<file path="config.mk">
export PLATFORM = sky130hd
export DESIGN_NAME = pt_ring_inject_arb
export DESIGN_NICKNAME = d
export VERILOG_FILES = /design/src/rtl/pt_ring_inject_arb.sv
export SDC_FILE = /design/constraint.sdc
export NUM_CORES = 1
export LEC_CHECK = 0
export ABC_AREA = 1
export BUFFER_PORTS_ARGS = -buffer_cell sky130_fd_sc_hd__buf_2
export CORE_AREA = 4 4 153 155
export CTS_CLUSTER_SIZE = 10
export DETAILED_ROUTE_END_ITERATION = 12
export DIE_AREA = 0 0 157 159
export PLACE_DENSITY = 0.5
export SLEW_MARGIN = 20
export SYNTH_ARGS = -nofsm -noshare
export SYNTH_HDL_FRONTEND = slang
export SYNTH_SLANG_ARGS = --single-unit
</file>
<file path="constraint.sdc">
create_clock -name clk -period 7.6 [get_ports clk]
set_input_delay 0.38 -clock clk [delete_from_list [all_inputs] [get_ports clk]]
set_output_delay 0.38 -clock clk [all_outputs]
set_load 0.01 [all_outputs]
</file>
<file path="src/rtl/pt_ring_inject_arb.sv">
// pt_ring_inject_arb: flit-level injection arbiter for one PtRing station.
// Ring through-traffic has priority over NLOC local sources (round-robin).
// The winner holds the link until its tail flit (bit WIDTH-1) is forwarded.
// Optional starvation guard: define PTRING_ARB_STARVE_EN.
module pt_ring_inject_arb #(
   parameter int unsigned WIDTH      = 64,
   parameter int unsigned NLOC       = 4,
   parameter int unsigned STARVE_MAX = 8
) (
   input  logic                   clk,
   input  logic                   rst,
   input  logic                   iRingNotEmpty,
   input  logic [WIDTH-1:0]       iRingDat,
   output logic                   oRingRdEn,
   input  logic [NLOC-1:0]        iLocNotEmpty,
   input  logic [NLOC*WIDTH-1:0]  iLocDat,
   output logic [NLOC-1:0]        oLocRdEn,
   input  logic                   iDnFul,
   output logic                   oDnWrEn,
   output logic [WIDTH-1:0]       oDnWrDat,
   output logic                   oLock,
   output logic                   oStarve
);

   localparam int unsigned IDXW = $clog2(NLOC);

   typedef enum logic [1:0] {IDLE, RING_PKT, LOC_PKT} state_t;

   state_t            state;
   logic [IDXW-1:0]   owner;
   logic [IDXW-1:0]   rr_ptr;
   logic [IDXW-1:0]   rr_next;
   logic [IDXW-1:0]   loc_win;
   logic [IDXW-1:0]   sel_loc;
   logic [IDXW-1:0]   idx;
   logic              loc_found;
   logic              any_loc;
   logic              starving;
   logic              fwd_ring;
   logic              fwd_loc;
   logic              tail;
   logic [WIDTH-1:0]  loc_dat;
   logic [WIDTH-1:0]  fwd_dat;

   assign any_loc = |iLocNotEmpty;

`ifdef PTRING_ARB_STARVE_EN
   localparam int unsigned CW = $clog2(STARVE_MAX + 1);

   logic [CW-1:0] starve_cnt;

   assign starving = (starve_cnt == CW'(STARVE_MAX)) && any_loc;

   // Count ring head wins taken while a local waits; a local head win clears it.
   always_ff @(posedge clk) begin
      if (rst) begin
         starve_cnt <= '0;
      end else if (state == IDLE && fwd_loc) begin
         starve_cnt <= '0;
      end else if (state == IDLE && fwd_ring && any_loc &&
                   starve_cnt != CW'(STARVE_MAX)) begin
         starve_cnt <= starve_cnt + CW'(1);
      end
   end
`else
   assign starving = 1'b0;
`endif

   // Round-robin search for the first requesting local at or above rr_ptr.
   always_comb begin
      loc_found = 1'b0;
      loc_win   = '0;
      idx       = '0;
      for (int unsigned k = 0; k < NLOC; k++) begin
         idx = IDXW'((32'(rr_ptr) + k) % NLOC);
         if (!loc_found && iLocNotEmpty[idx]) begin
            loc_found = 1'b1;
            loc_win   = idx;
         end
      end
   end

   // Forward decision: depends only on state and the empty/full flags.
   always_comb begin
      fwd_ring = 1'b0;
      fwd_loc  = 1'b0;
      sel_loc  = owner;
      case (state)
         IDLE: begin
            if (!iDnFul) begin
               if (iRingNotEmpty && !starving) begin
                  fwd_ring = 1'b1;
               end else if (loc_found) begin
                  fwd_loc = 1'b1;
                  sel_loc = loc_win;
               end
            end
         end
         RING_PKT: fwd_ring = !iDnFul && iRingNotEmpty;
         LOC_PKT:  fwd_loc  = !iDnFul && iLocNotEmpty[owner];
         default: ;
      endcase
   end

   // Head-flit mux for the selected local source.
   always_comb begin
      loc_dat = '0;
      for (int unsigned k = 0; k < NLOC; k++) begin
         if (sel_loc == IDXW'(k)) begin
            loc_dat = iLocDat[k*WIDTH +: WIDTH];
         end
      end
   end

   assign fwd_dat = fwd_ring ? iRingDat : (fwd_loc ? loc_dat : '0);
   assign tail    = fwd_dat[WIDTH-1];
   assign rr_next = (sel_loc == IDXW'(NLOC - 1)) ? '0 : sel_loc + IDXW'(1);

   // Drive pops/write; everything is forced low while rst is held.
   always_comb begin
      oLocRdEn = '0;
      if (fwd_loc && !rst) begin
         for (int unsigned k = 0; k < NLOC; k++) begin
            oLocRdEn[k] = (sel_loc == IDXW'(k));
         end
      end
      oRingRdEn = fwd_ring && !rst;
      oDnWrEn   = (fwd_ring || fwd_loc) && !rst;
      oDnWrDat  = rst ? '0 : fwd_dat;
      oLock     = (state != IDLE) && !rst;
      oStarve   = starving && !rst;
   end

   // Packet lock state machine, owner and round-robin pointer.
   always_ff @(posedge clk) begin
      if (rst) begin
         state  <= IDLE;
         owner  <= '0;
         rr_ptr <= '0;
      end else begin
         case (state)
            IDLE: begin
               if (fwd_ring) begin
                  if (!tail) state <= RING_PKT;
               end else if (fwd_loc) begin
                  rr_ptr <= rr_next;
                  owner  <= sel_loc;
                  if (!tail) state <= LOC_PKT;
               end
            end
            RING_PKT: if (fwd_ring && tail) state <= IDLE;
            LOC_PKT:  if (fwd_loc && tail) state <= IDLE;
            default:  state <= IDLE;
         endcase
      end
   end

endmodule

</file>
* Word-level counts from Yosys, hierarchy flattened
Cells that the tools add are included.
** Cells by class
- Shifts and indexed selects :: 0
- Eq/ne operators :: 9
- $mul :: 0
- $add $sub $neg :: 4
- Mux-type cells :: 45
- Magnitude comparators :: 5
- Divide/modulo/power cells :: 0
- Reduce and logical (&&, ||, !) cells :: 22
- Bitwise logic cells :: 1
** Operator list (count)
- $mux 64 :: 7
- $mux 2 :: 15
- $lt 2x3->1 const B :: 5
- $mux 1 :: 14
- $logic_and 1x1->1 :: 11
- $bmux 1 s2 :: 5
- $eq 2x2->1 const B :: 3
- $ne 2x2->1 const B :: 3
- $pmux 2 s3 :: 1
- $logic_not 1->1 :: 5
- $add 2x1->2 const B :: 2
- $add 2x2->2 const B :: 2
- $eq 2x1->1 const B :: 2
- $logic_not 2->1 :: 2
- $mux 4 :: 1
- $pmux 1 s2 :: 2
- $reduce_and 4->1 :: 1
- $ne 3x3->1 const B :: 1
- $reduce_and 3->1 :: 1
- $reduce_bool 2->1 :: 1
- $logic_or 1x1->1 :: 1
- $not 1->1 :: 1
** Word-level totals
- Memories :: 0
- Bits in latches :: 0
- Register bits after elaboration :: 6
- RAM bits :: 0
- Word-level logic and storage cells :: 89
- ROM bits :: 0

* Longest topological paths before layout
Gate-level depths: netlist of run 1.
- Depth in word-level cells :: 27
- Mapped depth :: 25
- Mapped depth without buffers :: 24

* Worst setup path after synthesis of run 1
Ideal clock, no wire load.
- Kind :: register to output
- Start point :: register rr_ptr[0]
- End point :: output oDnWrDat[21]
- Path buffers :: 3
- Data arrival time :: 2876 ps
- Cell stages (with the launch flop) :: 22
- Slack :: 4344 ps
- Data required time :: 7220 ps
- Cells stage by stage :: dfxtp_1 -> buf_4 -> inv_6 -> nand2_1 -> nand3_1 -> nand2_2 -> nor2_4 -> nand3_2 -> nand2_4 -> inv_1 -> o21ai_0 -> inv_1 -> ha_1 -> inv_1 -> clkbuf_1 -> clkbuf_1 -> nand3_1 -> nand2_1 -> o21ai_0 -> nand2_1 -> o21ai_0 -> o21ai_0
** Between the ends
- Word-level cells in the longest chain between the ends :: 24
** Ends and longest elaborated chain
- start, declared :: line 31 : logic [IDXW-1:0] rr_ptr;
- start signal, assigned :: line 146 : rr_ptr <= rr_next;
- branches (longest 12 deep; another with $add 2x1->2)
- $mux 2 (*) :: line 93 : end else if (loc_found) begin
- $mux 2 (*) :: line 91 : if (iRingNotEmpty && !starving) begin
- $mux 2 (*) :: line 90 : if (!iDnFul) begin
- $mux 2 (*) :: line 88 : case (state)
- net sel_loc[1] :: line 34 : logic [IDXW-1:0] sel_loc;
- $logic_not 2->1 :: line 109 : if (sel_loc == IDXW'(k)) begin
- $mux 64 (3 in series) :: line 109
- $mux 64 (*) :: line 109
- $mux 64 (*) (2 in series) :: line 115 : assign fwd_dat = fwd_ring ? iRingDat : (fwd_loc ? loc_dat : '0);
- $mux 64 (*) :: line 129 : oDnWrDat = rst ? '0 : fwd_dat;
- end, declared :: line 20 : output logic [WIDTH-1:0] oDnWrDat,
Mark *: on every way through the listed nets, which the timed path passes. The select of a mux whose other input is x is not followed.

* Worst setup path in the final report of run 1
- Start point :: register rr_ptr[0]
- End point :: output oDnWrDat[39]
The elaborated chain is that of the path after synthesis.

==> results.txt, run 1 <==
IO Pins - 400
CP max FO - 65
Reg-to-Reg Start - rr_ptr[0]
Post-Syn Nets - 970
register area share after synthesis - 0.0362
fin util - 0.253
vias in the first global route - 5866
Unique masters post-synth - 29
setup TNS - 0 ns
1st-iter DRT viols - 303
WL/cell - 17.2 um
core area - 21800 um^2
DIE AREA - 25000 um^2
placed cell areas - 5450 um^2
clk sink count - 6
cells on worst reg2reg path - 17
final hold slack - 0.472 ns
cts bufs inserted - 3
min Tclk post-route - 4.99 ns
CTS max path bufs - 2
number of vias per cell - 4.77
PD cells - 245 nW/um^2
share of layout cells above drive strength 1 - 0.435
mapped cell area - 3310 um^2
Rows - 54
period utilization - 0.657
initial antenna violation count - 1
GRT Resource Usage Total - 0.158
HP Class - primary input to flop
Worst EP required - 7.22 ns
Crit Path Class - flop to output pin
DR DRC count - 0
Pre-antenna DRT Iters - 4
post-CTS setup buffers - 0
RePlAce Congestion - 0.867
CP endpoint kind - output pin
Overflow after GRT - 0
synthesis warning total - 0
Synth area leaders - o21ai_0 20%, nand2_1 17%, a32o_1 15%
chip height - 159 um
peak supply drop - 0.0973 mV
WL final - 21.7 mm
Final HPWL DP - 16.9 mm
Max Clk Rate - 0.200 GHz
CP Launch Point - rr_ptr[0]
Pwr Total - 1.35 mW
pin slew with the least headroom to its limit - 1.09 ns
die span in x - 157 um
largest net degree at the start of global routing - 66
# hold bufs at CTS - 0
worst slew margin relative to its limit - 0.272
CTS tree - done
status - complete, no violations
Synth area leader - o21ai_0
dpl cells - 1254
Gate Count Post-Synth - 638
ANT nets after route - 0
Seq cells post-synth - 6
most frequent cells in the layout - 398 x buf_2, 147 x nand2_1, 133 x o21ai_0
fin cells - 1258
P&R area growth vs syn - 66.7%
Final Skew - 0.00181 ns
Via Count - 5999
Avg Inst Size Synth - 5.20 um^2
max-slew violations - 0
Critical R2R Capture - state[0]
first-pass GRT wire length - 32.3 mm
clock root buffer - clkbuf_16
Fillers - 2550
Final Hold Viols - 0
RSZ-0062 raised after global routing - false
leak pwr - 2.90 nW
Worst Path Arrival - 4.61 ns
reg2reg setup slack - 3.38 ns
Starting Density - 0.152
Setup Viol. Count Final - 0
clock-pin slew on the worst setup and hold paths - 0.03 ns
clk_lat worst skew - 0.23 ns
Place WS - 2.87 ns
commonest non-fill, non-tap cell in the layout - buf_2
Critical Path Sink - oDnWrDat[39]
Critical Path Start Type - flop
Max Cap Viol - 0
H-tree levels - 1
fin nets - 1311
Final WS setup - 2.61 ns
# port buffers - 398
Resize count post-CTS - 0
post-synth top area share - 0.201
post-route cell area - 5520 um^2
[critical path: stages, from the launching register on]
cell and delay, ns:
dfxtp_1 0.51, nand2_1 0.16, nand3_1 0.14, nand2_2 0.08
nor2_4 0.13, nand3_2 0.09, nand2_4 0.11, inv_1 0.06
o21ai_0 0.43, inv_1 0.17, ha_2 0.20, buf_4 0.34
inv_2 0.49, buf_4 0.46, nand3_1 0.17, nand2_1 0.11
o21ai_0 0.08, o21ai_0 0.19, a32o_1 0.21, buf_2 0.16
[metal layers]
metal  GRT usage  part of all wire  up-vias
met1       0.201              0.41     2717
met2       0.279              0.48      287
met5           0                 0        -
li1            -                 -     2970
met3      0.0304             0.087       25
met4      0.0288             0.016        0
[flip-flops by register name (all words and copies together), names as in the netlist]
signal	cells
owner	2
state	2
rr_ptr	2
[how the worst min path moves through the flow]
stage,start,end,slack (ns),cells past startpoint
after CTS,rst,owner[1],0.47,2
after floorplan,rr_ptr[1],rr_ptr[1],0.52,2
after global placement,state[0],state[1],0.59,3
after detailed placement,rr_ptr[1],rr_ptr[1],0.58,2
after global routing,rst,rr_ptr[0],0.50,2
final,rst,owner[1],0.47,2
[logic make-up after synthesis]
| group | share of synthesized area |
|---|---|
| xor+xnor | 0.00264 |
| fa+ha+maj | 0.0151 |
| buf+inv | 0.112 |
| compound gates | 0.506 |
| flops | 0.0362 |
| simple gates | 0.327 |
| other cells | 0.00113 |
[synth_stat cells, drive strengths merged]
master and instances:
nand2 153, o21ai 136, a21oi 95, nand3 73, clkbuf 54, a32o 49, inv 22, nor2 22
buf 14, dfxtp 6, ha 4, a21boi 3, and2 1, conb 1, nand3b 1, nand4 1
nor3 1, o21a 1, xor2 1
[layout make-up]
class,count,area (um^2),share of cell area
repair buffers,404,2040,0.369
well taps,280,350,0.0634
multi-input cells,542,2850,0.516
inverters,22,87.6,0.0159
diodes,1,2.50,0.000453
clock buffers,3,75.1,0.0136
flip-flops and latches,6,120,0.0217
[where the power goes]
| part | internal, mW | switching [mW] |
|---|---|---|
| logic | 0.439 | 0.778 |
| registers | 0.0407 | 0.00943 |
| clock network | 0.0675 | 0.0177 |
| total | 0.547 | 0.805 |
No activity file was read; power rests on OpenSTA's default activity.
==> inputs of run 2 (changes only) <==
Settings changed: CORE_AREA 4 4 153 155 to 4 4 155 157, DIE_AREA 0 0 157 159 to 0 0 159 161, PLACE_DENSITY 0.5 to 0.49.
Clock period 7.6 ns to 4.7 ns, I/O delays scaled along.
==> run 2 against run 1 <==
Net effect: sequential cell count did not move; critical path depth did not move; cell area rose by 1.6%; critical endpoint is now oDnWrDat[0]; sequential share of layout area barely moved; die area rose by 2.5%; clock power rose by 63%; first-iteration DRC count rose by 71%; hold slack got worse by 0.15 ns; critical path type unchanged; clock skew fell by 0.00058 ns; power rose by 69%; register-to-register slack got worse by 2.2 ns; final cell count rose by 0.56%.
==> results.txt, run 2 (synthesized netlist as in run 1, its figures left out) <==
status - complete, no violations
initial antenna violation count - 0
ANT nets after route - 0
biggest regs - owner x2, rr_ptr x2, state x2
Worst EP required - 4.47 ns
fin nets - 1314
Via Count - 6017
1st-iter DRT viols - 518
peak supply drop - 0.167 mV
CP max stage delay - 0.69 ns
CTS tree - done
clk sink count - 6
Final Hold Viols - 0
Pwr Total - 2.28 mW
combinational power share - 0.904
largest net degree at the start of global routing - 111
H-tree levels - 1
placed cell areas - 5540 um^2
first-pass GRT wire length - 33.7 mm
core area - 22500 um^2
most frequent cells in the layout - 398 x buf_2, 147 x nand2_1, 132 x o21ai_0
RePlAce Congestion - 0.893
RSZ-0062 raised after global routing - false
# hold bufs at CTS - 0
vias in the first global route - 5974
DR DRC count - 0
Top cell by count, worst path - o21ai_0
clock root buffer - clkbuf_16
max-slew violations - 0
Max Cap Viol - 0
min Tclk post-route - 4.19 ns
Critical Path Start Type - flop
sequential power share - 0.035
clock power share - 0.061
Fillers - 2570
DIE AREA - 25600 um^2
Setup Viol. Count Final - 0
Switching Fraction - 0.588
final hold slack - 0.324 ns
HP Class - primary input to flop
clk_lat worst skew - 0.23 ns
share of layout cells above drive strength 1 - 0.437
IO Pins - 400
period utilization - 0.891
P&R area growth vs syn - 69.3%
Ant. Diodes - 0
fin util - 0.249
number of vias per cell - 4.76
leak pwr - 2.93 nW
WL/cell - 18.0 um
Rows - 55
Final Skew - 0.00124 ns
Worst path slowest cell - ha_2
commonest non-fill, non-tap cell in the layout - buf_2
setup TNS - 0 ns
pin slew with the least headroom to its limit - 1.01 ns
CP cell instances - nand2_1 > nand3_1 > nand2_2 > nor2_4 > nand3_2 > nand2_4 > nor2_1 > o21ai_0 > o21ai_1 > inv_1 > ha_2 > inv_2 > buf_12 > nand3_1 > nand2_1 > o21ai_0 > o21ai_0 > a32o_1 > buf_2
Worst Path Arrival - 3.95 ns
clock-pin slew on the worst setup and hold paths - 0.04 ns
# port buffers - 398
Overflow after GRT - 0
cts bufs inserted - 3
post-route cell area - 5610 um^2
die span in x - 159 um
GRT Resource Usage Total - 0.161
Final HPWL DP - 17.5 mm
CP max FO - 59
CP endpoint kind - output pin
Crit Path Class - flop to output pin
worst slew margin relative to its limit - 0.328
P_int - 0.941 mW
Starting Density - 0.147
PD cells - 407 nW/um^2
Max Clk Rate - 0.239 GHz
Pre-antenna DRT Iters - 7
chip height - 161 um
Net Switching - 1.34 mW
WL final - 22.8 mm
CTS max path bufs - 2
run 2: cell types whose count changed in the layout (fill, tap and decap cells not counted):
cell and delta:
o21ai_0 -1, diode_2 -1, buf_12 +5, o21ai_1 +1, buf_4 -2
run 2: layer usage:
| metal | share of wire | vias to the layer above | global-route usage | wire, um |
|---|---|---|---|---|
| li1 | - | 2978 | - | - |
| met1 | 0.41 | 2717 | 0.202 | 9320 |
| met2 | 0.50 | 292 | 0.287 | 11300 |
| met3 | 0.074 | 30 | 0.0322 | 1680 |
| met4 | 0.020 | 0 | 0.0308 | 459 |
| met5 | 0 | - | 0 | 0 |
run 2: metrics by stage:
step / setup slack (ns) / instances
CTS: 0.381 / 1265
global placement: 0.695 / 1262
floorplan: 1.59 / 638
finish: 0.514 / 1265
global route: 0.110 / 1265
detailed placement: 0.634 / 1262
run 2: final timing paths:
| kind | startpoint | to | slack (ns) | depth (start not counted) |
|---|---|---|---|---|
| min reg2reg | rr_ptr[1] | rr_ptr[1] | 0.59 | 2 |
| min | rst | owner[0] | 0.32 | 2 |
| max | rr_ptr[0] | oDnWrDat[0] | 0.51 | 19 |
| max reg2reg | rr_ptr[0] | state[0] | 1.14 | 22 |
run 2: what timing repair did:
item,4_1_cts,5_1_grt
setup buffers,0,0
resized for setup,0,1
setup endpoints to repair,0,1
run 2: power by group through the flow:
stage | sequential, mW | combinational, mW | clock (mW)
after floorplan | 0.0740 | 1.37 | 0
after global routing | 0.0841 | 2.33 | 0.147
after CTS | 0.0808 | 2.07 | 0.143
after detailed placement | 0.0813 | 2.06 | 0
after global placement | 0.0816 | 2.06 | 0
final | 0.0808 | 2.06 | 0.139
run 2: final cells by class:
type                            count  area [um^2]  area share
Inverter                           22         87.6      0.0156
Tap cell                          285          357      0.0635
Timing Repair Buffer              407         2120       0.378
Sequential cell                     6          120      0.0214
Clock buffer                        3         75.1      0.0134
Multi-Input combinational cell    542         2850       0.508
run 2: critical path, delay by kind of cell (launching register included):
family,cells,cell delay [ns]
AOI/OAI and AO/OA,5,0.83
adders and majority gates,1,0.69
buffers and inverters,4,0.73
DFF,1,0.51
and+or+nand+nor,9,0.91
==> inputs of run 3 (changes only) <==
Settings changed: CELL_PAD_IN_SITES_DETAIL_PLACEMENT set to 0, CELL_PAD_IN_SITES_GLOBAL_PLACEMENT set to 1, PLACE_DENSITY 0.49 to 0.73.
Clock period 4.7 ns to 5.1 ns, I/O delays scaled along.
==> run 3 against run 2 <==
Net effect: setup slack improved by 0.41 ns; largest power group unchanged; largest cell class unchanged; sequential share of layout area about the same; cell area is 0.27% lower; wire length is 0.51% higher; critical endpoint is now oDnWrDat[22]; critical path type unchanged; sequential power fell by 5.9%.
==> results.txt, run 3 (synthesized netlist as in run 1, its figures left out) <==
status - complete, no violations
GR peak layer - met2
grt met1 use - 0.209
Starting Density - 0.147
Worst EP required - 4.85 ns
Final Hold Viols - 0
GRT Resource Usage Total - 0.162
Final Skew - 0.000683 ns
Max Cap Viol - 0
vias in the first global route - 6060
dpl cells - 1265
Final HPWL DP - 18.2 mm
RSZ-0062 raised after global routing - false
clock root buffer - clkbuf_16
fin cells - 1268
Fillers - 2628
reg2reg setup slack - 1.37 ns
CTS tree - done
CP endpoint kind - output pin
Crit Path Class - flop to output pin
Resize count post-CTS - 0
CTS max path bufs - 2
clk sink count - 6
commonest non-fill, non-tap cell in the layout - buf_2
Critical Path Start Type - flop
largest net degree at the start of global routing - 65
PD cells - 376 nW/um^2
Rows - 55
initial antenna violation count - 0
share of layout cells above drive strength 1 - 0.438
FF/Latch Area - 120 um^2
P&R area growth vs syn - 68.9%
number of vias per cell - 4.83
multi-input combinational cell area - 2850 um^2
1st-iter DRT viols - 437
leak pwr - 2.94 nW
GR Util met3 - 0.0258
DIE AREA - 25600 um^2
Max Clk Rate - 0.239 GHz
period utilization - 0.819
Final WS setup - 0.924 ns
min Tclk post-route - 4.18 ns
Worst Path Arrival - 3.92 ns
chip height - 161 um
max-slew violations - 0
worst slew margin relative to its limit - 0.420
# port buffers - 398
clock-pin slew on the worst setup and hold paths - 0.03 ns
post-CTS setup buffers - 0
Overflow after GRT - 0
CP max FO - 64
Place WS - 1.29 ns
Ant. Diodes - 0
clk_lat worst skew - 0.23 ns
Via Count - 6122
IO Pins - 400
Setup Viol. Count Final - 0
DR DRC count - 0
# hold bufs at CTS - 0
setup TNS - 0 ns
WL/cell - 18.0 um
peak supply drop - 0.231 mV
core area - 22500 um^2
biggest regs - owner x2, rr_ptr x2, state x2
WL final - 22.9 mm
cts bufs inserted - 3
first-pass GRT wire length - 34.0 mm
H-tree levels - 1
HP Class - primary input to flop
RePlAce Congestion - 0.878
most frequent cells in the layout - 398 x buf_2, 147 x nand2_1, 133 x o21ai_0
met2 Use GR - 0.287
fin nets - 1317
ANT nets after route - 0
die span in x - 159 um
pin slew with the least headroom to its limit - 0.868 ns
Pre-antenna DRT Iters - 5
run 3: through the flow:
step	cell area [um^2]	power (mW)	util	hold slack [ns]
global placement	5520	1.97	0.245	0.580
floorplan	3310	1.33	-	0.511
finish	5600	2.10	0.249	0.349
CTS	5600	2.11	0.249	0.350
global route	5600	2.34	0.249	0.383
detailed placement	5520	1.98	0.245	0.575
run 3: final timing paths:
check            start      endpoint  cells after the start
max          rr_ptr[0]  oDnWrDat[22]                     16
min                rst      owner[0]                      2
max reg2reg  rr_ptr[0]      state[0]                     19
min reg2reg  rr_ptr[1]     rr_ptr[1]                      2
run 3: report_power, final:
| part | switching [mW] | internal [mW] |
|---|---|---|
| clock network | 0.0282 | 0.101 |
| logic | 1.20 | 0.698 |
| registers | 0.0153 | 0.0607 |
| total | 1.24 | 0.860 |
run 3: worst max-delay path, cell delays in order (launching register included):
cell     delay, ns
dfxtp_1       0.53
nand2_1       0.16
nand3_1       0.16
nand2_2       0.09
nor2_4        0.13
nand3_2       0.10
nand2_4       0.12
inv_1         0.06
o21ai_0       0.44
ha_2          0.31
buf_4         0.60
a21oi_1       0.07
nand2_1       0.09
o21ai_0       0.17
o21ai_0       0.28
a32o_1        0.19
buf_2         0.13
run 3: layout make-up:
type                       instances  area share
clock buffer                       3      0.0134
sequential                         6      0.0215
timing repair buffer             410       0.376
inverter                          22      0.0156
multi-input combinational        542       0.509
tap                              285      0.0637
run 3: routing by layer:
metal,up-vias,share of wire
met5,-,0
met4,0,0.018
met3,33,0.074
met2,321,0.50
met1,2786,0.41
li1,2982,-
